<file path="config.mk">
export PLATFORM = sky130hd
export DESIGN_NAME = load_store_unit
export DESIGN_NICKNAME = d
export VERILOG_FILES = /design/src/rtl/lsu_pkg.sv /design/src/rtl/lsu_align.sv /design/src/rtl/load_store_unit.sv
export SDC_FILE = /design/constraint.sdc
export NUM_CORES = 1
export LEC_CHECK = 0
export CAP_MARGIN = 20
export CORE_UTILIZATION = 48
export DETAILED_ROUTE_END_ITERATION = 7
export PLACE_DENSITY = 0.95
export REMOVE_ABC_BUFFERS = 1
export SLEW_MARGIN = 20
export SYNTH_ARGS = -nofsm -noshare
export SYNTH_HDL_FRONTEND = slang
export SYNTH_SLANG_ARGS = --single-unit
</file>
<file path="constraint.sdc">
create_clock -name clk -period 6.5 [get_ports clk]
set_clock_uncertainty 0.05 [all_clocks]
set_input_delay 1.3 -clock clk [delete_from_list [all_inputs] [get_ports clk]]
set_output_delay 1.3 -clock clk [all_outputs]
set_load 0.03 [all_outputs]
</file>
<file path="src/rtl/lsu_pkg.sv">
// Shared types and helpers for the load/store unit.
// The decoder reuses lsu_fault() so both sides agree on what traps.
package lsu_pkg;

    typedef enum logic [1:0] {
        IDLE = 2'd0,
        REQ  = 2'd1,
        WAIT = 2'd2,
        DONE = 2'd3
    } lsu_state_e;

    localparam int NUM_LANES = 4;

    localparam logic [2:0] F3_B  = 3'b000;
    localparam logic [2:0] F3_H  = 3'b001;
    localparam logic [2:0] F3_W  = 3'b010;
    localparam logic [2:0] F3_BU = 3'b100;
    localparam logic [2:0] F3_HU = 3'b101;

    // Alignment or width fault for a memory op at byte offset off.
    function automatic logic lsu_fault(
        input logic       we,
        input logic [2:0] f3,
        input logic [1:0] off
    );
        logic f;
        f = 1'b0;
        if (f3[1:0] == 2'b11)                    f = 1'b1;
        if (we && f3[2])                         f = 1'b1;
        if ((f3[1:0] == 2'b01) && off[0])        f = 1'b1;
        if ((f3[1:0] == 2'b10) && (off != 2'b00)) f = 1'b1;
        return f;
    endfunction

endpackage

</file>
<file path="src/rtl/lsu_align.sv">
// Byte-lane steering: store replication + byte enables, and load lane
// select with sign/zero extension. Purely combinational.
module lsu_align
    import lsu_pkg::*;
(
    input  logic        st_we,
    input  logic [2:0]  st_f3,
    input  logic [1:0]  st_off,
    input  logic [31:0] st_data,
    output logic [31:0] wdata,
    output logic [3:0]  be,
    input  logic [2:0]  ld_f3,
    input  logic [1:0]  ld_off,
    input  logic [31:0] rdata,
    output logic [31:0] ldata
);

    logic [NUM_LANES-1:0][7:0] lanes;
    logic [31:0]               shifted;

    // Replicate the narrow datum so every lane carries it; be picks the lane.
    for (genvar i = 0; i < NUM_LANES; i++) begin : g_lane
        always_comb begin
            unique case (st_f3[1:0])
                2'b00:   lanes[i] = st_data[7:0];
                2'b01:   lanes[i] = st_data[8*(i%2) +: 8];
                default: lanes[i] = st_data[8*i +: 8];
            endcase
        end
    end

    assign wdata = lanes;

    always_comb begin
        be = 4'b1111;
        if (st_we) begin
            unique case (st_f3[1:0])
                2'b00:   be = 4'b0001 << st_off;
                2'b01:   be = st_off[1] ? 4'b1100 : 4'b0011;
                default: be = 4'b1111;
            endcase
        end
    end

    assign shifted = rdata >> {ld_off, 3'b000};

    always_comb begin
        unique case (ld_f3)
            F3_B:    ldata = {{24{shifted[7]}}, shifted[7:0]};
            F3_BU:   ldata = {24'h0, shifted[7:0]};
            F3_H:    ldata = {{16{shifted[15]}}, shifted[15:0]};
            F3_HU:   ldata = {16'h0, shifted[15:0]};
            default: ldata = rdata;
        endcase
    end

endmodule

</file>
<file path="src/rtl/load_store_unit.sv">
// RV32I load/store unit: one req/gnt/rvalid bus transaction per memory op,
// stalling the core from accept until the DONE cycle retires it.
module load_store_unit
    import lsu_pkg::*;
#(
    parameter int TIMEOUT_CYCLES = 255
) (
    input  logic        clk,
    input  logic        reset,
    input  logic        mem_read,
    input  logic        mem_write,
    input  logic [2:0]  funct3,
    input  logic [31:0] aluresult,
    input  logic [31:0] rs2_data,
    output logic        stall,
    output logic [31:0] load_data,
    output logic        misaligned,
    output logic        bus_err,
    output logic        dbus_req,
    output logic        dbus_we,
    output logic [31:0] dbus_addr,
    output logic [31:0] dbus_wdata,
    output logic [3:0]  dbus_be,
    input  logic        dbus_gnt,
    input  logic        dbus_rvalid,
    input  logic [31:0] dbus_rdata
);

    localparam int CW = $clog2(TIMEOUT_CYCLES + 1);

    lsu_state_e    state, state_nxt;
    logic [CW-1:0] cnt;
    logic          op, fault, accept, tmo;
    logic [1:0]    off_q;
    logic [2:0]    f3_q;
    logic          we_q;
    logic [31:0]   al_wdata, al_ldata;
    logic [3:0]    al_be;

    assign op    = mem_read | mem_write;
    assign fault = lsu_fault(mem_write, funct3, aluresult[1:0]);
    // cnt holds cycles already spent in REQ+WAIT; this is the last allowed one.
    assign tmo   = (cnt == CW'(TIMEOUT_CYCLES - 1));

    lsu_align u_align (
        .st_we   (mem_write),
        .st_f3   (funct3),
        .st_off  (aluresult[1:0]),
        .st_data (rs2_data),
        .wdata   (al_wdata),
        .be      (al_be),
        .ld_f3   (f3_q),
        .ld_off  (off_q),
        .rdata   (dbus_rdata),
        .ldata   (al_ldata)
    );

    always_comb begin
        state_nxt  = state;
        stall      = 1'b0;
        misaligned = 1'b0;
        accept     = 1'b0;
        unique case (state)
            IDLE: begin
                if (op && !reset) begin
                    if (fault) begin
                        misaligned = 1'b1;
                    end else begin
                        stall     = 1'b1;
                        accept    = 1'b1;
                        state_nxt = REQ;
                    end
                end
            end
            REQ: begin
                stall = 1'b1;
                if (tmo)           state_nxt = DONE;
                else if (dbus_gnt) state_nxt = WAIT;
            end
            WAIT: begin
                stall = 1'b1;
                if (dbus_rvalid || tmo) state_nxt = DONE;
            end
            DONE: begin
                state_nxt = IDLE;
            end
            default: state_nxt = IDLE;
        endcase
    end

    always_ff @(posedge clk or posedge reset) begin
        if (reset) begin
            state      <= IDLE;
            cnt        <= '0;
            off_q      <= 2'b00;
            f3_q       <= 3'b000;
            we_q       <= 1'b0;
            dbus_req   <= 1'b0;
            dbus_we    <= 1'b0;
            dbus_addr  <= 32'h0;
            dbus_wdata <= 32'h0;
            dbus_be    <= 4'h0;
            load_data  <= 32'h0;
            bus_err    <= 1'b0;
        end else begin
            state <= state_nxt;
            unique case (state)
                IDLE: begin
                    if (accept) begin
                        cnt        <= '0;
                        off_q      <= aluresult[1:0];
                        f3_q       <= funct3;
                        we_q       <= mem_write;
                        dbus_req   <= 1'b1;
                        dbus_we    <= mem_write;
                        dbus_addr  <= {aluresult[31:2], 2'b00};
                        dbus_wdata <= al_wdata;
                        dbus_be    <= al_be;
                        load_data  <= 32'h0;
                        bus_err    <= 1'b0;
                    end
                end
                REQ: begin
                    cnt <= cnt + CW'(1);
                    if (tmo) begin
                        dbus_req <= 1'b0;
                        bus_err  <= 1'b1;
                    end else if (dbus_gnt) begin
                        dbus_req <= 1'b0;
                    end
                end
                WAIT: begin
                    cnt <= cnt + CW'(1);
                    if (dbus_rvalid) begin
                        load_data <= we_q ? 32'h0 : al_ldata;
                    end else if (tmo) begin
                        bus_err   <= 1'b1;
                        load_data <= 32'h0;
                    end
                end
                DONE: begin
                    // Result was consumed on this edge; keep IDLE outputs clean.
                    load_data <= 32'h0;
                    bus_err   <= 1'b0;
                end
                default: ;
            endcase
        end
    end

endmodule

</file>
==> metrics.cfg <==
[layout]
layout.nets=875
antennaDiodeCount=0
drive_gt1_share_pct=11.5
stdcell_area_mm2=0.00843
final_core_util_pct=73.2
fillers=785
fin_cells=916
area.growth.synth_to_final_pct=47.4

[cts]
cts_setup_buffers=0
insertion_delay_ps=400
clk_pin_slew_ps=50
htreeDepth=4
cts_max_path_buffers=2
cts_tree=yes
cts_num_sinks=116
cts-root-buf=clkbuf_16
ctsHoldBuffers=0
cts_resized=0
cts_buffers=17

[place]
io_buffer_count=207
place_inst=887
dp_slack_ps=1730
place_area_mm2=0.00788
hpwlAfterDp_mm=12.2
place.gp.congestion=0.869

[floorplanning]
dieWidth_um=111
initial_core_util_pct=49.7
core_area_mm2=0.0115
num_io_pins=210
die_area_mm2=0.0124
die_y_um=111
rows=39

[worst_setup_path]
ff2ff_path_depth=7
arrival_ps=3430
cpMostUsedCell=clkdlybuf4s50_1
rrSetupSlack_ps=3690
criticalPathCategory=in2out
crit_required_ps=5150
end_kind=output port
cpPeakStageDelay_ps=690
r2r_end=load_data[19]
path_max_fanout=14
path_cells=clkdlybuf4s50_1 -> buf_4 -> nor3_4 -> o2111ai_4 -> nor2b_1 -> nor2_1 -> clkdlybuf4s50_1
critPathLaunchType=primary input
r2r_start=state[0]
critPathSlowestCell=clkdlybuf4s50_1

[timing]
setup_violations=0
fin_ws_ps=1720
fin_tns_setup_ps=0
finalHoldViolCount=0
rsz0062_at_grt=no
slew_viol_final=0
tightest_slew_ps=1070
fmax_mhz=209
fin_crit_ps=4780
fin_crit_sh_pct=73.5
relSlewSlack_pct=28.7

[synthesis]
synthTopCellsByArea=dfrtp_1 (51%), mux2_2 (8.7%), mux2i_1 (6.5%)
ys_seq_elements=116
synth_top_cell_area_share_pct=50.7
syn_area_per_cell_um2=10.1
synth.yosys.seq_area_share_pct=50.7
ys_warn_count=0
netlist.top_cell.by_area=dfrtp_1
netlist_area_mm2=0.00572
synth_cell_types=50
async_reset_ff_share_pct=100
synth_edf_count=0
synthCells=569
synth_flop_cell=dfrtp_1

[status]
violations=DRC
outcome=complete, but fails checks

[worst_hold_path]
hold-path-endpoint=dbus_wdata[13]
hold_path.class=reg2reg
hp-start=dbus_wdata[13]
whs_path_depth=2

[detailed_routing]
first_pass_iters=7
ant_nets=0
routed_wl_mm=18.0
drtIter0Drc=461
drc=26
via_count=5277
wl_per_cell_um=19.6
avgViaCountPerCell=5.76

[global_route]
grt_start_max_net_pins=107
grt_pass1_wl_mm=29.1
grt_pass1_vias=5621
overflow=0
grt_antenna_before_repair=0
grt_usage_pct=30.2

[power_and_ir_drop]
power_density_mw_per_mm2=503
power.leakage_nw=3.60
vdd_ir_drop_max_mv=0.435

[job]
drv_cap=0

-- logic make-up (layout without fill, tap and decap cells) --
kind of cell / count (synthesis) / in the layout / share of synthesized area (%)
buffers and inverters: 48 / 251 / 3.41
muxes: 81 / 81 / 15.1
xor gates and xnor gates: 4 / 4 / 0.612
adders and majority gates: 7 / 7 / 1.53
other: 1 / 2 / 0.0656
AOI/OAI and AO/OA: 162 / 162 / 16.1
DFF: 116 / 116 / 50.7
and+or+nand+nor: 150 / 150 / 12.4
-- area by class of cell --
cell class	instances	area (um^2)	share of cell area, %
Sequential cell	116	2900	34.4
Multi-Input combinational cell	406	2640	31.4
Timing Repair Buffer	213	2120	25.1
Clock buffer	24	502	5.95
Tap cell	143	179	2.12
Clock inverter	5	50.0	0.594
Inverter	9	36.3	0.430
-- through the flow --
stage               power, mW  hold WS, ps
floorplan                2.43          441
global placement         3.23          413
detailed placement       3.32          420
CTS                      4.24          431
global route             4.44          448
finish                   4.24          426
-- state kept, by name, summed over array words and instances (netlist names) --
register	cells
dbus_wdata	32
load_data	32
dbus_addr	30
cnt	8
dbus_be	4
f3_q	3
off_q	2
state	2
bus_err	1
dbus_req	1
we_q	1
-- cell usage in the layout (no fill, tap or decap), drive strengths merged, types with 4 or more instances in the layout --
| cell | Yosys | final |
|---|---|---|
| clkinv | 0 | 4 |
| nor2 | 21 | 21 |
| mux2i | 37 | 37 |
| o22ai | 7 | 7 |
| clkbuf | 31 | 24 |
| mux2 | 44 | 44 |
| nand2b | 14 | 14 |
| o21ai | 76 | 76 |
| nand2 | 81 | 81 |
| a21oi | 55 | 55 |
| xnor2 | 4 | 4 |
| o221ai | 4 | 4 |
| nor2b | 12 | 12 |
| buf | 8 | 6 |
| ha | 7 | 7 |
| clkdlybuf4s50 | 0 | 207 |
| inv | 9 | 9 |
| dfrtp | 116 | 116 |
-- synthesized netlist by cell type, types with 2 or more instances --
library cell  instances
nand2_1              81
o22ai_1               7
mux2i_1              37
o221ai_1              4
mux2_2               44
nand3_1               3
nor2b_1              12
clkbuf_1             31
o22a_1                3
buf_4                 2
dfrtp_1             116
o21ai_0              66
a21oi_1              54
nand2b_1             14
nor2_1               21
o21ai_1              10
a221oi_1              3
buf_2                 6
ha_1                  7
o2111ai_1             2
nor3_1                2
xnor2_1               4
or2_2                 3
nand4_1               2
inv_1                 9
and4_1                2
-- power by group --
group	total [mW]	internal [mW]	switching, mW
clock	0.880	0.567	0.313
combinational	2.09	0.868	1.22
sequential	1.28	1.02	0.259
-- routing by layer --
metal	GRT usage [%]	routed length (um)	vias up	part of all wire, %
met5	0	0	-	0
met4	13.7	528	0	2.9
met3	8.97	1450	55	8.1
met2	52.7	9180	259	51
met1	34.0	6800	2578	38
li1	-	-	2385	-
-- worst max-delay path by stage --
stage	start	endpoint	slack, ps	depth (start not counted)
2_1_floorplan	aluresult[0]	stall	-850	4
3_3_place_gp	funct3[0]	stall	1770	7
3_5_place_dp	funct3[0]	stall	1730	7
4_1_cts	funct3[0]	stall	1730	7
5_1_grt	funct3[0]	stall	1620	7
6_report	funct3[0]	stall	1720	7
-- worst max-delay path: cells and delay by family --
kind	cells	cell delay, ps
and+or+nand+nor	3	650
buffers and inverters	3	1300
AOI/OAI and AO/OA	1	160
Power figures use the tool's default switching activity.
